==> src/rtl/alu_issue_pkg.sv <==
// Shared definitions for the ALU issue/writeback sequencer.
package alu_issue_pkg;

   localparam int DATA_W = 16;
   localparam int REG_AW = 3;
   localparam int IMM_W  = 6;

   // ALU function codes; the sequencer forwards them without interpreting them
   localparam logic [2:0] ALU_ADD = 3'b000;
   localparam logic [2:0] ALU_SUB = 3'b001;
   localparam logic [2:0] ALU_AND = 3'b010;
   localparam logic [2:0] ALU_OR  = 3'b011;
   localparam logic [2:0] ALU_SHL = 3'b100;
   localparam logic [2:0] ALU_SHR = 3'b101;
   localparam logic [2:0] ALU_MRG = 3'b110;

   // Instruction field bit positions
   localparam int F_HI    = 15;
   localparam int F_LO    = 13;
   localparam int RD_HI   = 12;
   localparam int RD_LO   = 10;
   localparam int RS_HI   = 9;
   localparam int RS_LO   = 7;
   localparam int IMM_SEL = 6;
   localparam int IMM_HI  = 5;
   localparam int IMM_LO  = 0;
   localparam int RT_HI   = 5;
   localparam int RT_LO   = 3;

   typedef enum logic [1:0] {
      IDLE  = 2'd0,
      ISSUE = 2'd1,
      WB    = 2'd2
   } state_t;

   // Immediates are always zero-extended to the datapath width
   function automatic logic [DATA_W-1:0] zext_imm(input logic [IMM_W-1:0] imm);
      return {{(DATA_W-IMM_W){1'b0}}, imm};
   endfunction

endpackage

==> src/rtl/alu_issue_regfile.sv <==
// 8-entry register file: R0 reads as zero, two operand read ports plus a debug port.
module alu_issue_regfile
   import alu_issue_pkg::*;
(
   input  logic              clk,
   input  logic              rst_n,
   input  logic [REG_AW-1:0] rs_addr,
   output logic [DATA_W-1:0] rs_data,
   input  logic [REG_AW-1:0] rt_addr,
   output logic [DATA_W-1:0] rt_data,
   input  logic [REG_AW-1:0] dbg_addr,
   output logic [DATA_W-1:0] dbg_data,
   input  logic              we,
   input  logic [REG_AW-1:0] waddr,
   input  logic [DATA_W-1:0] wdata
);

   logic [DATA_W-1:0] regs [0:(1<<REG_AW)-1];

   // Storage: cleared on reset, written on enable except for the hardwired R0
   always_ff @(posedge clk or negedge rst_n) begin
      if (!rst_n) begin
         for (int i = 0; i < (1<<REG_AW); i++) begin
            regs[i] <= '0;
         end
      end else if (we && (waddr != '0)) begin
         regs[waddr] <= wdata;
      end
   end

   // Combinational reads, with address 0 forced to zero
   always_comb begin
      rs_data  = (rs_addr  == '0) ? '0 : regs[rs_addr];
      rt_data  = (rt_addr  == '0) ? '0 : regs[rt_addr];
      dbg_data = (dbg_addr == '0) ? '0 : regs[dbg_addr];
   end

endmodule

==> src/rtl/alu_issue.sv <==
// Issue/writeback sequencer driving an external combinational ALU.
module alu_issue
   import alu_issue_pkg::*;
(
   input  logic              clk,
   input  logic              rst_n,
   input  logic              instr_valid,
   output logic              instr_ready,
   input  logic [15:0]       instr,
   output logic [DATA_W-1:0] alu_x,
   output logic [DATA_W-1:0] alu_y,
   output logic [2:0]        alu_f,
   input  logic [DATA_W-1:0] alu_out,
   output logic              res_valid,
   input  logic              res_ready,
   output logic [DATA_W-1:0] res_data,
   output logic [REG_AW-1:0] res_rd,
   output logic              busy,
   input  logic [REG_AW-1:0] dbg_raddr,
   output logic [DATA_W-1:0] dbg_rdata
);

   state_t            state;
   state_t            next_state;
   logic [DATA_W-1:0] rs_data;
   logic [DATA_W-1:0] rt_data;
   logic              accept;
   logic              wb_en;

   alu_issue_regfile u_regfile (
      .clk      (clk),
      .rst_n    (rst_n),
      .rs_addr  (instr[RS_HI:RS_LO]),
      .rs_data  (rs_data),
      .rt_addr  (instr[RT_HI:RT_LO]),
      .rt_data  (rt_data),
      .dbg_addr (dbg_raddr),
      .dbg_data (dbg_rdata),
      .we       (wb_en),
      .waddr    (res_rd),
      .wdata    (alu_out)
   );

   // State register
   always_ff @(posedge clk or negedge rst_n) begin
      if (!rst_n) begin
         state <= IDLE;
      end else begin
         state <= next_state;
      end
   end

   // Next-state and handshake outputs; ISSUE always lasts exactly one cycle
   always_comb begin
      next_state  = state;
      instr_ready = 1'b0;
      busy        = 1'b1;
      accept      = 1'b0;
      wb_en       = 1'b0;
      case (state)
         IDLE: begin
            instr_ready = 1'b1;
            busy        = 1'b0;
            accept      = instr_valid;
            if (instr_valid) begin
               next_state = ISSUE;
            end
         end
         ISSUE: begin
            wb_en      = 1'b1;
            next_state = WB;
         end
         WB: begin
            if (res_ready) begin
               next_state = IDLE;
            end
         end
         default: begin
            next_state = IDLE;
         end
      endcase
   end

   // Datapath: latch operands on accept, capture the ALU result at the end of ISSUE
   always_ff @(posedge clk or negedge rst_n) begin
      if (!rst_n) begin
         alu_x     <= '0;
         alu_y     <= '0;
         alu_f     <= 3'b000;
         res_rd    <= '0;
         res_data  <= '0;
         res_valid <= 1'b0;
      end else begin
         if (accept) begin
            alu_x  <= rs_data;
            alu_y  <= instr[IMM_SEL] ? zext_imm(instr[IMM_HI:IMM_LO]) : rt_data;
            alu_f  <= instr[F_HI:F_LO];
            res_rd <= instr[RD_HI:RD_LO];
         end
         if (state == ISSUE) begin
            res_data  <= alu_out;
            res_valid <= 1'b1;
         end else if ((state == WB) && res_ready) begin
            res_valid <= 1'b0;
         end
      end
   end

endmodule

==> config.mk <==
export PLATFORM = sky130hd
export DESIGN_NAME = alu_issue
export DESIGN_NICKNAME = d
export VERILOG_FILES = /design/src/rtl/alu_issue_pkg.sv /design/src/rtl/alu_issue_regfile.sv /design/src/rtl/alu_issue.sv
export SDC_FILE = /design/constraint.sdc
export NUM_CORES = 1
export LEC_CHECK = 0
export CORE_MARGIN = 3
export CORE_UTILIZATION = 60
export CTS_CLUSTER_DIAMETER = 200
export DETAILED_ROUTE_END_ITERATION = 16
export PLACE_DENSITY = 0.86
export SYNTH_ARGS = -nofsm -noshare
export SYNTH_HDL_FRONTEND = slang
export SYNTH_SLANG_ARGS = --single-unit
==> constraint.sdc <==
create_clock -name clk -period 5.3 [get_ports clk]
set_input_delay 1.06 -clock clk [delete_from_list [all_inputs] [get_ports clk]]
set_output_delay 1.06 -clock clk [all_outputs]
set_load 0.01 [all_outputs]
Yosys cells after proc, flatten, opt, wreduce, memory -nomap -nowiden
Cells that the tools add are included.
- bits in registers: 185
- bits of input ports: 39
- muxes and demuxes: 25
- bitwise logic cells: 4
- eq/ne operators: 4
- $lt $le $gt $ge: 5
- reductions and logical operators: 10
- operator list (kind ; count):
    16-bit 2-to-1 mux ; 11
    16-bit binary-select mux with 3-bit select ; 3
    128-bit bitwise mux ; 1
    16-bit demux with 3-bit select ; 1
    4-bit greater-or-equal comparator (second input constant) ; 4
    3-bit NOT with 4-bit output ; 4
    3-bit logical NOT ; 3
    1-bit 2-to-1 mux ; 6
    2-bit one-hot mux with 3 select lines ; 1
    4-bit by 1-bit < comparator with 1-bit output (second input constant) ; 1
    2-bit 2-to-1 mux ; 2
    2-bit inequality test (second input constant) ; 2
    1-bit logical AND ; 3
    3-bit nonzero test ; 1
    2-bit by 1-bit equality test with 1-bit output (second input constant) ; 1
    2-bit equality test (second input constant) ; 1
    2-bit logical NOT ; 1
    2-bit AND reduction ; 1
    2-bit nonzero test ; 1

Depth between registers and ports, before layout
Gate-level depths: netlist (run 1).
- depth after elaboration: 6
- mapped depth: 7
- mapped depth without buffers: 5

Hierarchy
A second synthesis (run 1) with hierarchy kept.
- cell total of the unflattened synthesis: 706
- area, all modules: 9499.1 µm²
- by module, submodules not included (module ; cells an instance ; seq. area each (µm²) ; area an instance (µm²) ; times used):
    alu_issue_regfile ; 562 ; 2802.7 ; 7179.4 ; 1
    alu_issue ; 144 ; 1426.4 ; 2319.7 ; 1

Worst setup path after synthesis (run 1)
Ideal clock, no wire load.
- path kind: input to output
- start: input port dbg_raddr[0]
- end: output port dbg_rdata[0]
- stages: 6
- path buffers: 3
- data arrival time: 2.328 ns
- setup slack: 1.912 ns
- cells stage by stage: clkbuf_1 > nor2b_1 > clkbuf_1 > clkbuf_1 > a22oi_1 > o21ai_0
- cells in the longest elaborated chain, start to end: 5
- elaborated cells on any way between the ends: 6
- those cells by class: mux (4); bitwise (1); reduce/logical (1)
- ends and longest elaborated chain (item ; line ; source):
    start: declaration ; alu_issue.sv:19 ; input logic [REG_AW-1:0] dbg_raddr,
    3-bit NOT with 4-bit output (implied by the code) ; alu_issue_regfile.sv:35 ; dbg_data = (dbg_addr == '0) ? '0 : regs[dbg_addr];
    16-bit binary-select mux with 3-bit select ; alu_issue_regfile.sv:35 ;
    16-bit 2-to-1 mux (implied by the code) (2 in series) ; alu_issue_regfile.sv:35 ;
    16-bit 2-to-1 mux * ; alu_issue_regfile.sv:35 ;
    end: declaration ; alu_issue.sv:20 ; output logic [DATA_W-1:0] dbg_rdata
Mark *: on every way between the ends. The rest lies on a longest branch, timed or not. The select of a mux whose other input is x is not followed.

Worst setup path after layout (run 1)
- start: input port dbg_raddr[1]
- end: output port dbg_rdata[15]
The elaborated chain is that of the path after synthesis.

==> results of run 1 <==
[final cells by class]
type	instances	area (um^2)
fillers	935	3800
well taps	184	230
multi-input cells	505	4520
clock buffers	20	467
clock inverters	12	100
inverters	6	22.5
flip-flops and latches	169	4230
repair buffers	131	1270
[critical path: stages]
cell and delay [ns]:
clkdlybuf4s50_1 0.44, buf_12 0.20, nor2b_1 0.17, buf_4 0.18
a22oi_1 0.09, o21ai_0 0.37, clkdlybuf4s50_1 0.63
[layout by cell type (no fill, tap or decap), types with 2 or more instances in the layout]
| master | n |
|---|---|
| buf_12 | 2 |
| dfrtp_1 | 169 |
| mux4_2 | 29 |
| o221ai_1 | 7 |
| mux2_4 | 10 |
| nand2b_1 | 2 |
| a32o_1 | 2 |
| a21oi_1 | 10 |
| o311ai_0 | 4 |
| nand3_1 | 5 |
| clkbuf_8 | 3 |
| a31oi_1 | 3 |
| mux2_2 | 159 |
| inv_1 | 6 |
| a221oi_1 | 20 |
| nand3b_1 | 2 |
| nor4_1 | 2 |
| o22ai_1 | 8 |
| nor2_1 | 7 |
| o21ai_0 | 17 |
| or3_1 | 2 |
| a211oi_1 | 6 |
| nand2_1 | 109 |
| buf_2 | 3 |
| a221o_1 | 3 |
| clkinv_2 | 5 |
| clkbuf_16 | 17 |
| o22a_1 | 7 |
| clkinvlp_4 | 6 |
| buf_4 | 18 |
| nor3b_4 | 2 |
| clkdlybuf4s50_1 | 107 |
| o31ai_1 | 16 |
| nor2b_1 | 16 |
| mux2i_1 | 29 |
| a22oi_1 | 19 |
[synthesized netlist by cell type (4+ instances only)]
master / instances / area (um^2)
dfrtp_1: 169 / 4230
mux2_2: 159 / 1790
nand2_1: 109 / 409
clkbuf_1: 30 / 113
mux2i_1: 29 / 290
mux4_2: 29 / 653
a221oi_1: 20 / 175
a22oi_1: 19 / 143
buf_2: 19 / 95.1
nor2b_1: 17 / 106
o21ai_0: 17 / 85.1
o31ai_1: 16 / 120
a21oi_1: 10 / 50.1
mux2_4: 10 / 150
buf_1: 8 / 30.0
o22ai_1: 8 / 50.1
nor2_1: 7 / 26.3
o221ai_1: 7 / 61.3
o22a_1: 7 / 61.3
a211oi_1: 6 / 45.0
inv_1: 6 / 22.5
nand3_1: 5 / 25.0
o311ai_0: 4 / 35.0
[worst max-delay path by stage]
stage                 startpoint  slack, ns  cells after the start       endpoint
finish              dbg_raddr[1]       1.09                      7  dbg_rdata[15]
detailed placement  dbg_raddr[1]       1.13                      7   dbg_rdata[5]
CTS                 dbg_raddr[1]       1.16                      7  dbg_rdata[15]
global route        dbg_raddr[1]       1.04                      7  dbg_rdata[15]
floorplan           dbg_raddr[0]       1.91                      6   dbg_rdata[0]
global placement    dbg_raddr[1]       1.16                      7   dbg_rdata[5]
[per-stage QoR]
| stage | util, % | cell area [um^2] |
|---|---|---|
| final | 74.0 | 10800 |
| after global routing | 74.0 | 10800 |
| after CTS | 74.0 | 10800 |
| after detailed placement | 70.1 | 10300 |
| after global placement | 70.1 | 10300 |
| after floorplan | - | 9050 |
[registers in the layout, summed over array words and instances, names as in the netlist]
name            cells
u_regfile.regs    112
alu_x              16
alu_y              16
res_data           16
alu_f               3
res_rd              3
state               2
res_valid           1
[cell families (layout without fill, tap and decap cells)]
kind of cell	count (synthesis)	count (layout)
muxes	228	228
AOI/OAI and AO/OA	125	125
and+or+nand+nor	152	152
DFF	169	169
buffers and inverters	68	169
[where the power goes]
| part | leakage [nW] | switching [mW] | internal [mW] |
|---|---|---|---|
| clock | 0.266 | 0.522 | 0.679 |
| combinational | 2.31 | 1.02 | 1.43 |
| sequential | 2.10 | 0.591 | 1.91 |
| total | 4.67 | 2.14 | 4.02 |
[per-layer routing]
layer	GRT usage [%]	part of all wire, %	up-vias
met4	14.1	3.2	0
met3	6.97	9.0	81
met2	52.3	48	472
li1	-	-	2947
met5	0	0	-
met1	43.4	39	3569
==> impl_table.tex, run 1 <==
\begin{tabular}{lr}
\hline
Metric & Value \\
\hline
\multicolumn{2}{l}{\textbf{STA}} \\
Minimum setup slack in the final design & 1.09 ns \\
Slew Limit Fails & 0 \\
Unrepaired setup endpoints after global routing & no \\
Top achievable clock speed & 238 MHz \\
Hold Vio Cnt, Final & 0 \\
Max-Slew Margin vs Limit & 14.6\% \\
Worst Max-Slew Pin Slew & 1.28 ns \\
Clk\_skew & 0.00605 ns \\
Total negative slack & 0 ns \\
Crit path time final & 4.21 ns \\
Share of the clock period used by the worst path & 79.4\% \\
Worst hold margin & 0.480 ns \\
Final setup violation count & 0 \\
\multicolumn{2}{l}{\textbf{Setup path}} \\
Worst Reg-to-Reg Cells & 4 \\
Largest fanout of any net on the critical path & 33 \\
Required @ worst endpoint & 4.24 ns \\
Critical path capture point type & output port \\
WS Path Type & in2out \\
End of the worst register-to-register path & u\_regfile.regs[30] \\
R2r startpoint & state[1] \\
Signal arrival time at the worst endpoint & 3.15 ns \\
Startpoint types & primary input \\
Reg2reg setup slack & 2.23 ns \\
\multicolumn{2}{l}{\textbf{Synth}} \\
Async SR Flop Fraction & 100\% \\
Combinational family with the most area after synthesis & multiplexers \\
Post-synthesis share of cell area spent on full adders, half adders and majority gates & 0\% \\
Total of warnings raised by yosys & 0 \\
Distinct cells, synth & 41 \\
Post-synthesis cell count & 742 \\
Share of synthesized area spent on multiplexers & 32.0\% \\
Post-Syn Nets & 781 \\
Share of synthesized cell area in and, or, nand and nor gates & 7.65\% \\
Primary flip-flop cell chosen by synthesis mapping & dfrtp\_1 \\
Complex-gate fraction of the synthesized area & 10.2\% \\
Share of the yosys chip area belonging to registers & 46.7\% \\
Post-synthesis sequential element count & 169 \\
Number of synthesized flops with an enable pin & 0 \\
Average cell area after synthesis & 12.2 um\^{}2 \\
Netlist area before placement & 9050 um\^{}2 \\
Area share of xor/xnor cells in the synthesized design & 0\% \\
\multicolumn{2}{l}{\textbf{Cells and area}} \\
\# diodes & 0 \\
Synthesis-to-finish area growth & 19.8\% \\
Final instance count without filler cells & 1,027 \\
Fraction of layout cells with a size suffix above 1 & 30.8\% \\
Fin nets & 869 \\
\multicolumn{2}{l}{\textbf{Floorplanning}} \\
Starting density of the core & 61.8\% \\
Die footprint & 16,600 um\^{}2 \\
Die span in y & 129 um \\
Core area & 14,600 um\^{}2 \\
Horizontal die dimension & 129 um \\
Number of top-level design ports & 112 \\
Row Count & 44 \\
\multicolumn{2}{l}{\textbf{Route}} \\
Vias post-DR & 7,069 \\
DRC & 0 \\
Final WL & 26,500 um \\
Number of iterations in the first detailed-routing pass & 6 \\
Starting DRC count in detailed routing & 917 \\
Number of routed nets with antenna violations & 0 \\
Per-cell via count in the routed design & 6.88 \\
Average detailed-routed wire length per instance & 25.8 um \\
\multicolumn{2}{l}{\textbf{Min path}} \\
Hold Path Cell Cnt & 2 \\
Endpoint of the worst hold-timing path & alu\_f[0] \\
Hold WC Path Type & reg2reg \\
Worst min-delay path startpoint & alu\_f[0] \\
\multicolumn{2}{l}{\textbf{Clock network}} \\
Register clock-pin slew on the reported worst setup and hold paths & 0.06 ns \\
Clock sink total & 169 \\
Number of buffers created by CTS & 17 \\
Postcts setup bufs & 0 \\
Clock H-tree levels & 4 \\
Clock insertion delay at the later pin of the skew report & 0.43 ns \\
Hold-fix buffers at CTS & 0 \\
Buffers from clock root to sink, at most & 2 \\
CTS Root Buffer Type & clkbuf\_16 \\
Count of instances resized after the clock tree is built & 0 \\
TritonCTS clock tree & built \\
\multicolumn{2}{l}{\textbf{Power}} \\
Total leakage power & 4.67 nW \\
Overall power of the completed layout & 6.15 mW \\
Areal power density over the cells & 568 nW/um\^{}2 \\
Peak supply drop & 0.307 mV \\
\multicolumn{2}{l}{\textbf{Placed design}} \\
Final weighted congestion of routability-driven global placement & 0.857 \\
Placed wire-length estimate & 15,700 um \\
Setup slack after placement & 1.13 ns \\
Instance count after placement with tap cells included & 995 \\
Number of buffers added on ports & 111 \\
\multicolumn{2}{l}{\textbf{Global routing}} \\
Pin count of the biggest net entering global routing & 170 \\
Number of antenna violations at the first check in global routing & 0 \\
GR Overflow Total & 0 \\
Via count of the first global-routing pass & 7,312 \\
Global Route Usage Sum & 32.6\% \\
First-pass GRT wire length & 41,100 um \\
\multicolumn{2}{l}{\textbf{Run}} \\
Max-capacitance violation count & 0 \\
\multicolumn{2}{l}{\textbf{Outcome}} \\
Outcome & complete, no violations \\
\hline
\end{tabular}
(Power assumes the default switching activity.)
==> inputs of run 2 (changes only) <==
- CORE_UTILIZATION: 60 -> 56
- PLACE_DENSITY: 0.86 -> 0.81
- clock period: 5.3 -> 4.3 ns (I/O delays scaled with it)
==> run 2 against run 1 <==
  * First-iteration DRC count decreased by 13%
  * Critical endpoint is now dbg_rdata[0]
  * Utilization down 3.2 points
  * Highest routed layer unchanged
  * Sequential share of layout area decreased by 0.44 points
  * Die area rose by 6.8%
  * Largest power group unchanged
  * Power is 25% higher
==> impl_table.tex, run 2 (synthesis gave the netlist of run 1 again) <==
\begin{tabular}{lr}
\hline
Metric & Value \\
\hline
\multicolumn{2}{l}{\textbf{Outcome}} \\
Outcome & complete, no violations (unchanged) \\
\multicolumn{2}{l}{\textbf{Power}} \\
Total leakage power & 4.74 nW (was 4.67 nW) \\
Overall power of the completed layout & 7.69 mW (was 6.15 mW) \\
Areal power density over the cells & 702 nW/um\^{}2 (was 568 nW/um\^{}2) \\
Peak supply drop & 0.387 mV (was 0.307 mV) \\
\multicolumn{2}{l}{\textbf{Clock network}} \\
Register clock-pin slew on the reported worst setup and hold paths & 0.06 ns (about the same) \\
TritonCTS clock tree & built (unchanged) \\
Count of instances resized after the clock tree is built & 0 (unchanged) \\
Clock H-tree levels & 4 (unchanged) \\
CTS Root Buffer Type & clkbuf\_16 (unchanged) \\
Hold-fix buffers at CTS & 0 (unchanged) \\
Postcts setup bufs & 0 (unchanged) \\
Clock sink total & 169 (unchanged) \\
Clock insertion delay at the later pin of the skew report & 0.43 ns (about the same) \\
Number of buffers created by CTS & 17 (unchanged) \\
Buffers from clock root to sink, at most & 2 (unchanged) \\
\multicolumn{2}{l}{\textbf{Cells and area}} \\
Synthesis-to-finish area growth & 21.2\% (was 19.8\%) \\
Commonest cells after routing, fill and taps aside & dfrtp\_1 (169), mux2\_2 (159), nand2\_1 (109) (unchanged) \\
Area used by sequential logic in the layout & 4230 um\^{}2 (unchanged) \\
Final instance count without filler cells & 1,064 (was 1,027) \\
Most frequent standard cell in the layout excluding fill and tap cells & dfrtp\_1 (unchanged) \\
Fin nets & 880 (was 869) \\
Number of filler instances in the final layout & 1,052 (was 935) \\
Fraction of layout cells with a size suffix above 1 & 31.1\% (was 30.8\%) \\
Register bank with the most flops & u\_regfile.regs (unchanged) \\
Largest register FFs & 112 (unchanged) \\
Area used by multi-input combinational logic & 4520 um\^{}2 (about the same) \\
\# diodes & 0 (unchanged) \\
\multicolumn{2}{l}{\textbf{Placed design}} \\
Final weighted congestion of routability-driven global placement & 0.890 (was 0.857) \\
Setup slack after placement & 0.561 ns (was 1.13 ns) \\
Number of buffers added on ports & 111 (unchanged) \\
Instance count after placement with tap cells included & 1,033 (was 995) \\
Placed wire-length estimate & 16,200 um (was 15,700 um) \\
\multicolumn{2}{l}{\textbf{Route}} \\
Average detailed-routed wire length per instance & 25.1 um (was 25.8 um) \\
Number of iterations in the first detailed-routing pass & 7 (was 6) \\
Number of routed nets with antenna violations & 0 (unchanged) \\
Starting DRC count in detailed routing & 796 (was 917) \\
Per-cell via count in the routed design & 6.63 (was 6.88) \\
DRC & 0 (unchanged) \\
Vias post-DR & 7,055 (was 7,069) \\
Final WL & 26,700 um (was 26,500 um) \\
\multicolumn{2}{l}{\textbf{STA}} \\
Share of the clock period used by the worst path & 87.6\% \\
Slew Limit Fails & 0 (unchanged) \\
Hold Vio Cnt, Final & 0 (unchanged) \\
Top achievable clock speed & 265 MHz \\
Worst hold margin & 0.476 ns (was 0.480 ns) \\
Crit path time final & 3.77 ns \\
Final setup violation count & 0 (unchanged) \\
Worst Max-Slew Pin Slew & 1.22 ns (was 1.28 ns) \\
Minimum setup slack in the final design & 0.533 ns (was 1.09 ns) \\
Unrepaired setup endpoints after global routing & no (unchanged) \\
Max-Slew Margin vs Limit & 18.8\% (was 14.6\%) \\
Total negative slack & 0 ns (unchanged) \\
Clk\_skew & 0.00792 ns (was 0.00605 ns) \\
\multicolumn{2}{l}{\textbf{Global routing}} \\
Via count of the first global-routing pass & 7,505 (was 7,312) \\
Global Route Usage Sum & 30.7\% (was 32.6\%) \\
Pin count of the biggest net entering global routing & 86 (was 170) \\
GR Overflow Total & 0 (unchanged) \\
First-pass GRT wire length & 42,000 um (was 41,100 um) \\
Number of antenna violations at the first check in global routing & 0 (unchanged) \\
\multicolumn{2}{l}{\textbf{Setup path}} \\
Signal arrival time at the worst endpoint & 2.91 ns (was 3.15 ns) \\
Startpoint types & primary input (unchanged) \\
Worst Reg-to-Reg Cells & 6 (was 4) \\
Largest fanout of any net on the critical path & 32 (was 33) \\
Reg2reg setup slack & 1.97 ns (was 2.23 ns) \\
End of the worst register-to-register path & alu\_y[3] (was u\_regfile.regs[30]) \\
Critical path capture point type & output port (unchanged) \\
Required @ worst endpoint & 3.44 ns (was 4.24 ns) \\
WS Path Type & in2out (unchanged) \\
R2r startpoint & state[1] (unchanged) \\
\multicolumn{2}{l}{\textbf{Run}} \\
Max-capacitance violation count & 0 (unchanged) \\
\multicolumn{2}{l}{\textbf{Floorplanning}} \\
Horizontal die dimension & 133 um (was 129 um) \\
Row Count & 45 (was 44) \\
Die span in y & 133 um (was 129 um) \\
Core area & 15,500 um\^{}2 (was 14,600 um\^{}2) \\
Die footprint & 17,700 um\^{}2 (was 16,600 um\^{}2) \\
Number of top-level design ports & 112 (unchanged) \\
Starting density of the core & 58.4\% (was 61.8\%) \\
\multicolumn{2}{l}{\textbf{Min path}} \\
Hold WC Path Type & in2async (was reg2reg) \\
\hline
\end{tabular}
-- run 2: changes by cell type in the layout (fill, tap and decap cells not counted) --
cell / before / now
nor2b_1: 16 / 17
clkinv_2: 5 / 4
buf_12: 2 / 0
buf_4: 18 / 31
clkbuf_8: 3 / 1
clkbuf_1: 0 / 4
nor2b_2: 1 / 0
bufinv_16: 1 / 4
clkinvlp_4: 6 / 1
-- run 2: through the flow --
step                cell area (um^2)  utilization [%]
finish                         11000             70.8
global route                   11000             70.8
CTS                            11000             70.8
detailed placement             10400             66.9
global placement               10400             66.9
floorplan                       9050                -
-- run 2: layer usage --
layer	global-route usage [%]	wire length, um	vias to the layer above	share of wire (%)
met5	0	0	-	0
li1	-	-	2981	-
met3	6.53	2180	67	8.2
met4	13.1	700	0	2.6
met1	39.5	10400	3593	39
met2	50.7	13400	414	50
-- run 2: final cells by class --
cell class | instances | share of cell area, %
Sequential cell | 169 | 38.6
Timing Repair Buffer | 142 | 12.1
Clock inverter | 9 | 1.35
Inverter | 6 | 0.205
Multi-Input combinational cell | 505 | 41.2
Clock buffer | 22 | 4.14
Tap cell | 211 | 2.41
-- run 2: worst max-delay path, stage by stage --
cell	delay, ns
clkdlybuf4s50_1	0.49
buf_4	0.42
mux4_2	0.39
nand2_1	0.08
o21ai_0	0.13
clkdlybuf4s50_1	0.52
-- run 2: worst max-delay path by stage --
stage,startpoint,endpoint,slack [ns]
2_1_floorplan,dbg_raddr[0],dbg_rdata[0],1.31
3_3_place_gp,dbg_raddr[1],dbg_rdata[15],0.59
3_5_place_dp,dbg_raddr[1],dbg_rdata[0],0.56
4_1_cts,dbg_raddr[1],dbg_rdata[0],0.56
5_1_grt,dbg_raddr[1],dbg_rdata[0],0.47
6_report,dbg_raddr[1],dbg_rdata[0],0.53
-- run 2: power breakdown --
group	internal [mW]	switching [mW]	total (mW)
logic	1.77	1.23	3.00
registers	2.35	0.741	3.09
clock network	0.981	0.624	1.60
total	5.10	2.59	7.69
==> inputs of run 3 (changes only) <==
- CORE_ASPECT_RATIO: unset -> 1.4
==> run 3 against run 2 <==
  * Die area up 0.13%
  * First-iteration DRC count decreased by 23%
  * Cell area is 0.35% higher
  * Via count grew 2.2%
  * Clock skew up 0.0034 ns
  * Critical path depth increased by 1
  * Combinational power is essentially flat
  * Sequential power barely moved
  * Largest power group unchanged
  * Highest routed layer unchanged
==> impl_table.tex, run 3 (synthesis gave the netlist of run 1 again) <==
\begin{tabular}{lr}
\hline
Metric & Value \\
\hline
\multicolumn{2}{l}{\textbf{Clock network}} \\
Number of buffers created by CTS & 17 (unchanged) \\
Clock insertion delay at the later pin of the skew report & 0.42 ns (was 0.43 ns) \\
Count of instances resized after the clock tree is built & 0 (unchanged) \\
CTS Root Buffer Type & clkbuf\_16 (unchanged) \\
TritonCTS clock tree & built (unchanged) \\
Register clock-pin slew on the reported worst setup and hold paths & 0.07 ns (was 0.06 ns) \\
Buffers from clock root to sink, at most & 2 (unchanged) \\
Hold-fix buffers at CTS & 0 (unchanged) \\
Postcts setup bufs & 0 (unchanged) \\
Clock H-tree levels & 4 (unchanged) \\
Clock sink total & 169 (unchanged) \\
\multicolumn{2}{l}{\textbf{Route}} \\
Number of routed nets with antenna violations & 0 (unchanged) \\
Vias post-DR & 7,210 (was 7,055) \\
Average detailed-routed wire length per instance & 25.3 um (was 25.1 um) \\
Number of iterations in the first detailed-routing pass & 6 (was 7) \\
Starting DRC count in detailed routing & 613 (was 796) \\
Per-cell via count in the routed design & 6.83 (was 6.63) \\
DRC & 0 (unchanged) \\
Final WL & 26,700 um (about the same) \\
\multicolumn{2}{l}{\textbf{Floorplanning}} \\
Starting density of the core & 57.5\% (was 58.4\%) \\
Row Count & 54 (was 45) \\
Core area & 15,700 um\^{}2 (was 15,500 um\^{}2) \\
Die span in y & 156 um (was 133 um) \\
Horizontal die dimension & 113 um (was 133 um) \\
Number of top-level design ports & 112 (unchanged) \\
Die footprint & 17,700 um\^{}2 (about the same) \\
\multicolumn{2}{l}{\textbf{STA}} \\
Clk\_skew & 0.0113 ns (was 0.00792 ns) \\
Share of the clock period used by the worst path & 89.6\% (was 87.6\%) \\
Top achievable clock speed & 260 MHz (was 265 MHz) \\
Total negative slack & 0 ns (unchanged) \\
Hold Vio Cnt, Final & 0 (unchanged) \\
Unrepaired setup endpoints after global routing & no (unchanged) \\
Worst Max-Slew Pin Slew & 1.03 ns (was 1.22 ns) \\
Crit path time final & 3.85 ns (was 3.77 ns) \\
Final setup violation count & 0 (unchanged) \\
Max-Slew Margin vs Limit & 31.3\% (was 18.8\%) \\
Slew Limit Fails & 0 (unchanged) \\
\multicolumn{2}{l}{\textbf{Setup path}} \\
WS Path Type & in2out (unchanged) \\
Signal arrival time at the worst endpoint & 2.99 ns (was 2.91 ns) \\
Startpoint of the worst setup timing path & dbg\_raddr[1] (unchanged) \\
Worst Reg-to-Reg Cells & 6 (unchanged) \\
Startpoint types & primary input (unchanged) \\
End of the worst register-to-register path & alu\_y[2] (was alu\_y[3]) \\
Required @ worst endpoint & 3.44 ns (about the same) \\
Critical path capture point type & output port (unchanged) \\
Largest fanout of any net on the critical path & 16 (was 32) \\
Reg2reg setup slack & 2.02 ns (was 1.97 ns) \\
Endpoint of the most critical setup path & dbg\_rdata[5] (was dbg\_rdata[0]) \\
R2r startpoint & state[0] (was state[1]) \\
\multicolumn{2}{l}{\textbf{Cells and area}} \\
Synthesis-to-finish area growth & 21.6\% (was 21.2\%) \\
Final standard cell area without fillers & 11,000 um\^{}2 (about the same) \\
Number of filler instances in the final layout & 1,125 (was 1,052) \\
Fin nets & 886 (was 880) \\
Final instance count without filler cells & 1,056 (was 1,064) \\
Largest register FFs & 112 (unchanged) \\
\# diodes & 0 (unchanged) \\
Commonest cells after routing, fill and taps aside & dfrtp\_1 (169), mux2\_2 (159), nand2\_1 (109) (unchanged) \\
Most frequent standard cell in the layout excluding fill and tap cells & dfrtp\_1 (unchanged) \\
Register bank with the most flops & u\_regfile.regs (unchanged) \\
Fraction of layout cells with a size suffix above 1 & 32.0\% (was 31.1\%) \\
End-of-flow core utilization & 69.9\% (was 70.8\%) \\
\multicolumn{2}{l}{\textbf{Power}} \\
Switching share of power & 34.1\% (was 33.7\%) \\
Overall power of the completed layout & 7.65 mW (was 7.69 mW) \\
Clk pwr share & 20.3\% (was 20.9\%) \\
Cell internal pwr & 5.04 mW (was 5.10 mW) \\
Peak supply drop & 0.554 mV (was 0.387 mV) \\
Proportion of power drawn by combinational gates & 39.4\% (was 39.0\%) \\
Total leakage power & 4.77 nW (was 4.74 nW) \\
Net switching power of the design & 2.61 mW (was 2.59 mW) \\
Fraction of power consumed by sequential logic & 40.3\% (was 40.2\%) \\
Areal power density over the cells & 695 nW/um\^{}2 (was 702 nW/um\^{}2) \\
\multicolumn{2}{l}{\textbf{Placed design}} \\
Instance count after placement with tap cells included & 1,024 (was 1,033) \\
Placed wire-length estimate & 16,800 um (was 16,200 um) \\
Number of buffers added on ports & 111 (unchanged) \\
Placed cell areas & 10,400 um\^{}2 (about the same) \\
Final weighted congestion of routability-driven global placement & 0.848 (was 0.890) \\
\multicolumn{2}{l}{\textbf{Run}} \\
Max-capacitance violation count & 0 (unchanged) \\
\multicolumn{2}{l}{\textbf{Global routing}} \\
GR Overflow Total & 0 (unchanged) \\
Via count of the first global-routing pass & 7,755 (was 7,505) \\
First-pass GRT wire length & 42,600 um (was 42,000 um) \\
Number of antenna violations at the first check in global routing & 0 (unchanged) \\
Global Route Usage Sum & 31.2\% (was 30.7\%) \\
Pin count of the biggest net entering global routing & 112 (was 86) \\
\multicolumn{2}{l}{\textbf{Min path}} \\
Hold WC Path Type & reg2reg (was in2async) \\
Hold Path Cell Cnt & 2 \\
\multicolumn{2}{l}{\textbf{Outcome}} \\
Outcome & complete, no violations (unchanged) \\
\hline
\end{tabular}
[run 3: changes by cell type in the layout (fill, tap and decap cells not counted), sizes merged]
cell	delta
buf	+6
clkinvlp	+3
bufinv	-2
[run 3: area by class of cell]
type,count,area (um^2),area share [%]
multi-input cells,505,4520,41.0
repair buffers,148,1390,12.6
well taps,196,245,2.23
clock inverters,10,118,1.07
clock buffers,22,484,4.40
flip-flops and latches,169,4230,38.4
inverters,6,22.5,0.205
[run 3: layer usage]
layer  share of wire (%)  track usage (%)
met1                  37             38.4
met2                  49             51.5
met3                 8.9             7.66
met4                 4.9             15.5
met5                   0                0
[run 3: how the worst min path moves through the flow]
stage,startpoint,endpoint,slack [ns]
after floorplan,u_regfile.regs[78],u_regfile.regs[78],0.49
after global placement,res_data[11],res_data[11],0.46
after detailed placement,res_data[6],res_data[6],0.46
after CTS,res_data[6],res_data[6],0.48
after global routing,res_data[5],res_data[5],0.50
final,res_data[6],res_data[6],0.47
[run 3: critical path: stages]
cell and delay, ns:
clkdlybuf4s50_1 0.42, buf_4 0.20, nor2b_1 0.15, buf_4 0.32
a22oi_1 0.13, o21ai_0 0.29, clkdlybuf4s50_1 0.60
[run 3: metrics by stage]
step	hold slack, ns	worst slack [ns]
floorplan	0.487	1.31
global placement	0.456	0.554
detailed placement	0.461	0.534
CTS	0.479	0.521
global route	0.505	0.420
finish	0.474	0.447
[run 3: power groups by stage]
stage / Sequential (mW) / Combinational (mW) / Clock (mW)
global route: 3.17 / 3.25 / 1.63
global placement: 2.99 / 2.88 / 0
CTS: 3.05 / 3.03 / 1.56
finish: 3.08 / 3.02 / 1.55
detailed placement: 3.07 / 2.99 / 0
floorplan: 2.95 / 1.79 / 0
